`src/rtl/mem_arb_pkg.sv`:
```
// ============================================================================
//  Module      : mem_arb_pkg
//  Description : Shared FSM state encoding and arbitration-mode constants.
//  Revision    : 1.0
// ============================================================================
`default_nettype none

package mem_arb_pkg;

    typedef enum logic [1:0] {
        ST_IDLE = 2'd0,
        ST_BUSY = 2'd1,
        ST_DONE = 2'd2
    } arb_state_e;

    typedef enum logic {
        ARB_FIXED = 1'b0,
        ARB_RR    = 1'b1
    } arb_mode_e;

    localparam int ARB_MODE_FIXED = 0;
    localparam int ARB_MODE_RR    = 1;

    function automatic arb_mode_e mode_from_param(input int mode);
        return (mode == ARB_MODE_FIXED) ? ARB_FIXED : ARB_RR;
    endfunction

endpackage

`default_nettype wire

```
`src/rtl/mem_arbiter_rr_picker.sv`:
```
// ============================================================================
//  Module      : rr_picker
//  Description : Combinational winner select, fixed-priority or round-robin.
//  Revision    : 1.0
// ============================================================================
`default_nettype none

module rr_picker
    import mem_arb_pkg::*;
#(
    parameter int N_PORTS = 2,
    parameter int IDX_W   = 1
) (
    input  logic [N_PORTS-1:0] req,
    input  logic [IDX_W-1:0]   ptr,
    input  arb_mode_e          mode,
    output logic [N_PORTS-1:0] grant,
    output logic [IDX_W-1:0]   grant_idx
);

    int               start;
    int               cand;
    logic [IDX_W-1:0] idx;
    logic             found;

    // Walk the ports once starting at the search origin; first requester wins.
    always_comb begin
        grant     = '0;
        grant_idx = '0;
        found     = 1'b0;
        start     = (mode == ARB_RR) ? int'(ptr) : 0;
        cand      = 0;
        idx       = '0;
        for (int i = 0; i < N_PORTS; i++) begin
            cand = start + i;
            if (cand >= N_PORTS) begin
                cand = cand - N_PORTS;
            end
            idx = IDX_W'(cand);
            if (!found && req[idx]) begin
                found      = 1'b1;
                grant[idx] = 1'b1;
                grant_idx  = idx;
            end
        end
    end

endmodule

`default_nettype wire

```
`src/rtl/mem_arbiter_rr.sv`:
```
// ============================================================================
//  Module      : mem_arbiter_rr
//  Description : N-port memory arbiter with IDLE/BUSY/DONE FSM and watchdog.
//  Revision    : 1.0
// ============================================================================
`default_nettype none

module mem_arbiter_rr
    import mem_arb_pkg::*;
#(
    parameter int N_PORTS  = 2,
    parameter int ADDR_W   = 32,
    parameter int DATA_W   = 128,
    parameter int ARB_MODE = 1,
    parameter int TIMEOUT  = 255
) (
    input  logic                        clk,
    input  logic                        reset,
    input  logic [N_PORTS-1:0]          req,
    input  logic [N_PORTS-1:0]          we,
    input  logic [N_PORTS*ADDR_W-1:0]   addr,
    input  logic [N_PORTS*DATA_W-1:0]   wdata,
    output logic [N_PORTS-1:0]          ack,
    output logic [N_PORTS-1:0]          err,
    output logic [DATA_W-1:0]           rdata,
    output logic                        mem_enable,
    output logic                        mem_rw,
    output logic [ADDR_W-1:0]           mem_addr,
    output logic [DATA_W-1:0]           mem_data_in,
    input  logic [DATA_W-1:0]           mem_data_out,
    input  logic                        mem_ack
);

    localparam int IDX_W = (N_PORTS > 1) ? $clog2(N_PORTS) : 1;
    localparam int CNT_W = (TIMEOUT > 0) ? $clog2(TIMEOUT + 1) : 1;
    localparam logic [IDX_W-1:0] LAST_PORT = IDX_W'(N_PORTS - 1);
    localparam logic [CNT_W-1:0] CNT_LAST  = (TIMEOUT > 0) ? CNT_W'(TIMEOUT - 1) : '0;
    localparam arb_mode_e        PICK_MODE = mode_from_param(ARB_MODE);

    arb_state_e         state;
    logic [IDX_W-1:0]   winner;
    logic [IDX_W-1:0]   ptr;
    logic [IDX_W-1:0]   next_ptr;
    logic [CNT_W-1:0]   busy_cnt;
    logic [N_PORTS-1:0] pick_grant;
    logic [IDX_W-1:0]   pick_idx;
    logic               timeout_hit;

    rr_picker #(
        .N_PORTS   (N_PORTS),
        .IDX_W     (IDX_W)
    ) u_picker (
        .req       (req),
        .ptr       (ptr),
        .mode      (PICK_MODE),
        .grant     (pick_grant),
        .grant_idx (pick_idx)
    );

    assign next_ptr    = (winner == LAST_PORT) ? '0 : winner + 1'b1;
    // Fires on the last allowed BUSY cycle; mem_ack in that cycle still takes priority.
    assign timeout_hit = (TIMEOUT > 0) && (busy_cnt == CNT_LAST);

    always_ff @(posedge clk or negedge reset) begin
        if (!reset) begin
            state       <= ST_IDLE;
            winner      <= '0;
            ptr         <= '0;
            busy_cnt    <= '0;
            ack         <= '0;
            err         <= '0;
            rdata       <= '0;
            mem_enable  <= 1'b0;
            mem_rw      <= 1'b0;
            mem_addr    <= '0;
            mem_data_in <= '0;
        end else begin
            ack <= '0;
            err <= '0;
            case (state)
                ST_IDLE: begin
                    if (|pick_grant) begin
                        winner      <= pick_idx;
                        mem_rw      <= we[pick_idx];
                        mem_addr    <= addr[pick_idx*ADDR_W +: ADDR_W];
                        mem_data_in <= wdata[pick_idx*DATA_W +: DATA_W];
                        mem_enable  <= 1'b1;
                        busy_cnt    <= '0;
                        state       <= ST_BUSY;
                    end
                end
                ST_BUSY: begin
                    if (mem_ack) begin
                        if (!mem_rw) begin
                            rdata <= mem_data_out;
                        end
                        ack[winner] <= 1'b1;
                        mem_enable  <= 1'b0;
                        ptr         <= next_ptr;
                        state       <= ST_DONE;
                    end else if (timeout_hit) begin
                        err[winner] <= 1'b1;
                        mem_enable  <= 1'b0;
                        ptr         <= next_ptr;
                        busy_cnt    <= busy_cnt + 1'b1;
                        state       <= ST_DONE;
                    end else begin
                        busy_cnt    <= busy_cnt + 1'b1;
                    end
                end
                ST_DONE: begin
                    state <= ST_IDLE;
                end
                default: begin
                    state <= ST_IDLE;
                end
            endcase
        end
    end

endmodule

`default_nettype wire
```
`config.mk`:
```
export PLATFORM = sky130hd
export DESIGN_NAME = mem_arbiter_rr
export DESIGN_NICKNAME = d
export VERILOG_FILES = /design/src/rtl/mem_arb_pkg.sv /design/src/rtl/mem_arbiter_rr_picker.sv /design/src/rtl/mem_arbiter_rr.sv
export SDC_FILE = /design/constraint.sdc
export NUM_CORES = 1
export LEC_CHECK = 0
export CAP_MARGIN = 10
export CORE_AREA = 10 10 286 288
export CTS_CLUSTER_SIZE = 25
export DETAILED_ROUTE_END_ITERATION = 10
export DIE_AREA = 0 0 296 298
export PLACE_DENSITY_LB_ADDON = 0.15
export SLEW_MARGIN = 20
export SYNTH_ARGS = -nofsm -noshare
export SYNTH_HDL_FRONTEND = slang
export SYNTH_SLANG_ARGS = --single-unit
```
`constraint.sdc`:
```
create_clock -name clk -period 1.5 [get_ports clk]
set_input_delay 0.225 -clock clk [delete_from_list [all_inputs] [get_ports clk]]
set_output_delay 0.225 -clock clk [all_outputs]
set_load 0.05 [all_outputs]
```
==> flow_metrics.py <==
metrics = {
    "status": {
        "status": "complete, but fails checks",
        "violations": "setup timing",
    },
    "worst_setup_path": {
        "crit_buf_inv": 3,
        "r2r-end": "rdata[77]",
        "cp_top_family": "buffers and inverters",
        "critPathMaxStageDelay_ns": 0.40,
        "crit_required_ns": 1.93,
        "endpoint_kind": "register",
        "reg2reg_from": "state[1]",
        "path_cells": "nor2b_4 > nand2_4 > nor2_4 > buf_12 > buf_16 > clkbuf_16 > mux2_4",
        "cp-start-kind": "register",
        "critPathMaxFanout": 8,
        "r2r_setup_slack_ns": -0.18,
        "critical_path_arrival_ns": 2.11,
        "worstSetupStartpoint": "state[1]",
        "cp.depth": 7,
        "endpoint": "rdata[77]",
        "reg2reg_depth": 7,
        "cpMaxStageDelayCell": "dfrtp_1",
        "crit_type": "reg -> reg",
    },
    "sta": {
        "setup_viol": 246,
        "finalHoldViolCount": 0,
        "tightest_slew_ns": 0.383,
        "period_share": 1.12,
        "max_freq_mhz": 595,
        "max_slew_margin": 0.745,
        "rsz0062_at_grt": "yes",
        "fin_ws_ns": -0.181,
        "finalClockSkew_ns": 0.0117,
        "fin_crit_ns": 1.68,
        "maxSlewViolCount": 0,
    },
    "placement": {
        "dpl_cell_area_sq_mm": 0.0222,
        "dp_hpwl_microns": 48900,
        "pre_cts_ws_ns": -0.798,
        "port_buffers": 748,
        "gp_congestion": 0.788,
    },
    "global_routing": {
        "grt_max_degree": 58,
        "grt_usage": 0.135,
        "grt_pass1_vias": 12200,
        "grt_pass1_wl_microns": 88400,
        "antenna_found_initial": 10,
        "grt_overflow": 0,
    },
    "detailed_routing": {
        "postRouteAntennaNets": 0,
        "drtIter0Drc": 393,
        "vias_per_cell": 3.85,
        "route.vias.total": 11200,
        "first_pass_iters": 4,
        "route.detailed.drc": 0,
        "detail_route.wl_per_cell_microns": 21.8,
        "wl_microns": 63600,
    },
    "synth": {
        "synth_warnings": 0,
        "synth_area_per_cell_sq_um": 12.5,
        "yosysUniqueCellTypes": 31,
        "synth_compound_area_frac": 0.0701,
        "ys_seq_area_frac": 0.590,
        "synth_top_family_by_area": "multiplexers",
        "syn_area_sq_mm": 0.0130,
        "synthTopCellsByArea": "dfrtp_1 (59%), mux2i_1 (13%), mux2_1 (10%), nand2_1 (4.8%), o21ai_0 (3.4%)",
        "synth_xor_area_frac": 0.00135,
        "synth_simple_gate_area_frac": 0.0585,
        "synth_mux_area_frac": 0.236,
        "ys_ff_latch": 306,
        "synth_top_cell_by_area": "dfrtp_1",
        "synth_adder_area_share": 0.00193,
        "synth_nets": 1495,
        "syn-instance-count": 1038,
        "synth_top_cell_area_share": 0.590,
    },
    "cts": {
        "root_buffer": "clkbuf_16",
        "cts_buffers": 40,
        "cts_tree": "built",
        "path_clk_slew_ns": 0.06,
        "cts-htree-levels": 2,
        "clk_latency_ns": 0.55,
        "cts_num_sinks": 306,
        "clockBufferDepth": 3,
    },
    "layout": {
        "area_delta_synth_final_pct": 97.4,
        "layout_common_cells": "clkdlybuf4s50_1 (453), dfrtp_1 (305), buf_4 (282)",
        "post-route-util": 0.338,
        "nets": 2365,
        "n_fill_cell": 7531,
        "finish.instance_area_sq_mm": 0.0256,
        "drive_gt1_frac": 0.345,
        "final_common_cell": "clkdlybuf4s50_1",
    },
    "floorplanning": {
        "die_area_sq_mm": 0.0882,
        "dieHeight_microns": 298,
        "chipWidth_microns": 296,
        "start_util": 0.171,
        "pin_count": 749,
        "rows": 101,
        "core-area_sq_mm": 0.0757,
    },
    "power_and_ir_drop": {
        "p_leak_nw": 11.5,
        "ir_drop_v": 0.00104,
        "p_per_area_mw_per_mm2": 2400,
    },
    "flow_run": {
        "cap_violations": 0,
    },
    "worst_hold_path": {
        "hold_class": "in -> async",
    },
}
[kinds of logic after synthesis]
| family | after synthesis |
|---|---|
| AOI/OAI and AO/OA | 178 |
| xor gates and xnor gates | 2 |
| adders and majority gates | 2 |
| buffers and inverters | 72 |
| DFF | 306 |
| muxes | 290 |
| and+or+nand+nor | 188 |
[report_power, final]
group          leakage (nW)  internal (mW)  switching [mW]
registers              3.72           12.3            2.70
clock network         0.645           5.97            3.85
logic                  7.09           14.5            22.1
total                  11.5           32.8            28.7
[metrics by stage]
| step | total power [mW] | setup TNS [ns] | instances | hold WS, ns |
|---|---|---|---|---|
| 4_1_cts | 60.5 | -28.10 | 2900 | 0.0751 |
| 3_3_place_gp | 48.6 | -107.56 | 2793 | 0.0824 |
| 2_1_floorplan | 34.1 | 0 | 1038 | -0.0706 |
| 6_report | 61.5 | -20.23 | 2916 | 0.117 |
| 5_1_grt | 64.5 | -41.02 | 2914 | 0.0898 |
| 3_5_place_dp | 48.7 | -107.80 | 2793 | 0.0844 |
[Yosys cell counts]
| library cell | number |
|---|---|
| nand4_1 | 4 |
| dfrtp_1 | 306 |
| nand3_1 | 4 |
| mux2i_1 | 162 |
| and3_1 | 3 |
| buf_6 | 12 |
| buf_2 | 15 |
| o21a_1 | 2 |
| o211ai_1 | 1 |
| clkbuf_1 | 20 |
| nand2_1 | 166 |
| nor4_1 | 1 |
| inv_1 | 3 |
| mux2_2 | 8 |
| o21ai_1 | 80 |
| nor2_1 | 5 |
| o31ai_1 | 3 |
| nand2b_1 | 1 |
| nor3b_1 | 1 |
| inv_2 | 1 |
| nor2_4 | 1 |
| o21ai_0 | 89 |
| or4_1 | 1 |
| a21oi_1 | 2 |
| xor2_1 | 2 |
| ha_1 | 2 |
| buf_8 | 11 |
| mux2_1 | 120 |
| nor2b_4 | 1 |
| buf_4 | 10 |
| o21ai_2 | 1 |
[per-layer routing]
layer | part of all wire | track usage | vias up
li1 | - | - | 5366
met1 | 0.36 | 0.139 | 5348
met2 | 0.52 | 0.249 | 442
met3 | 0.10 | 0.0596 | 65
met4 | 0.015 | 0.0281 | 12
met5 | 0.0012 | 0 | -
[area by class of cell]
type                    instances  area (sq um)  share of cell area
repair buffers                896          9800               0.383
inverters                       4          15.0            0.000586
diodes                          3          7.51            0.000293
well taps                     978          1220              0.0478
clock buffers                  59          1180              0.0462
clock inverters                10           141             0.00552
flip-flops and latches        306          7660               0.299
multi-input cells             660          5580               0.218
[state kept, by name, summed over array words and instances, names as in the netlist]
name,count
mem_enable,1
ack,2
busy_cnt,8
err,2
ptr,1
winner,1
mem_data_in,128
state,2
mem_rw,1
rdata,128
mem_addr,32
[worst register-to-register path, stage by stage (launching register included)]
cell       delay [ns]
dfrtp_1          0.40
nor2b_4          0.15
nand2_4          0.08
nor2_4           0.11
buf_12           0.13
buf_16           0.17
clkbuf_16        0.21
mux2_4           0.31
[how the worst min path moves through the flow]
stage          depth (start not counted)  slack, ns               to  start
2_1_floorplan                          0      -0.07           ack[0]  reset
3_3_place_gp                           1       0.08        rdata[22]  reset
3_5_place_dp                           1       0.08        rdata[22]  reset
4_1_cts                                2       0.08  mem_data_in[63]  reset
5_1_grt                                2       0.09        rdata[22]  reset
6_report                               2       0.12        rdata[22]  reset
[repair_timing]
action                                  CTS  global route
pin swaps                                 7            29
cloned                                   14             6
endpoints found under the hold margin   206             0
gates resized for setup                 142           220
buffers inserted                         26            20
hold buffers                              1             0
endpoints found under the setup margin  285           289
Note: power is estimated with default switching activity, not from simulation.
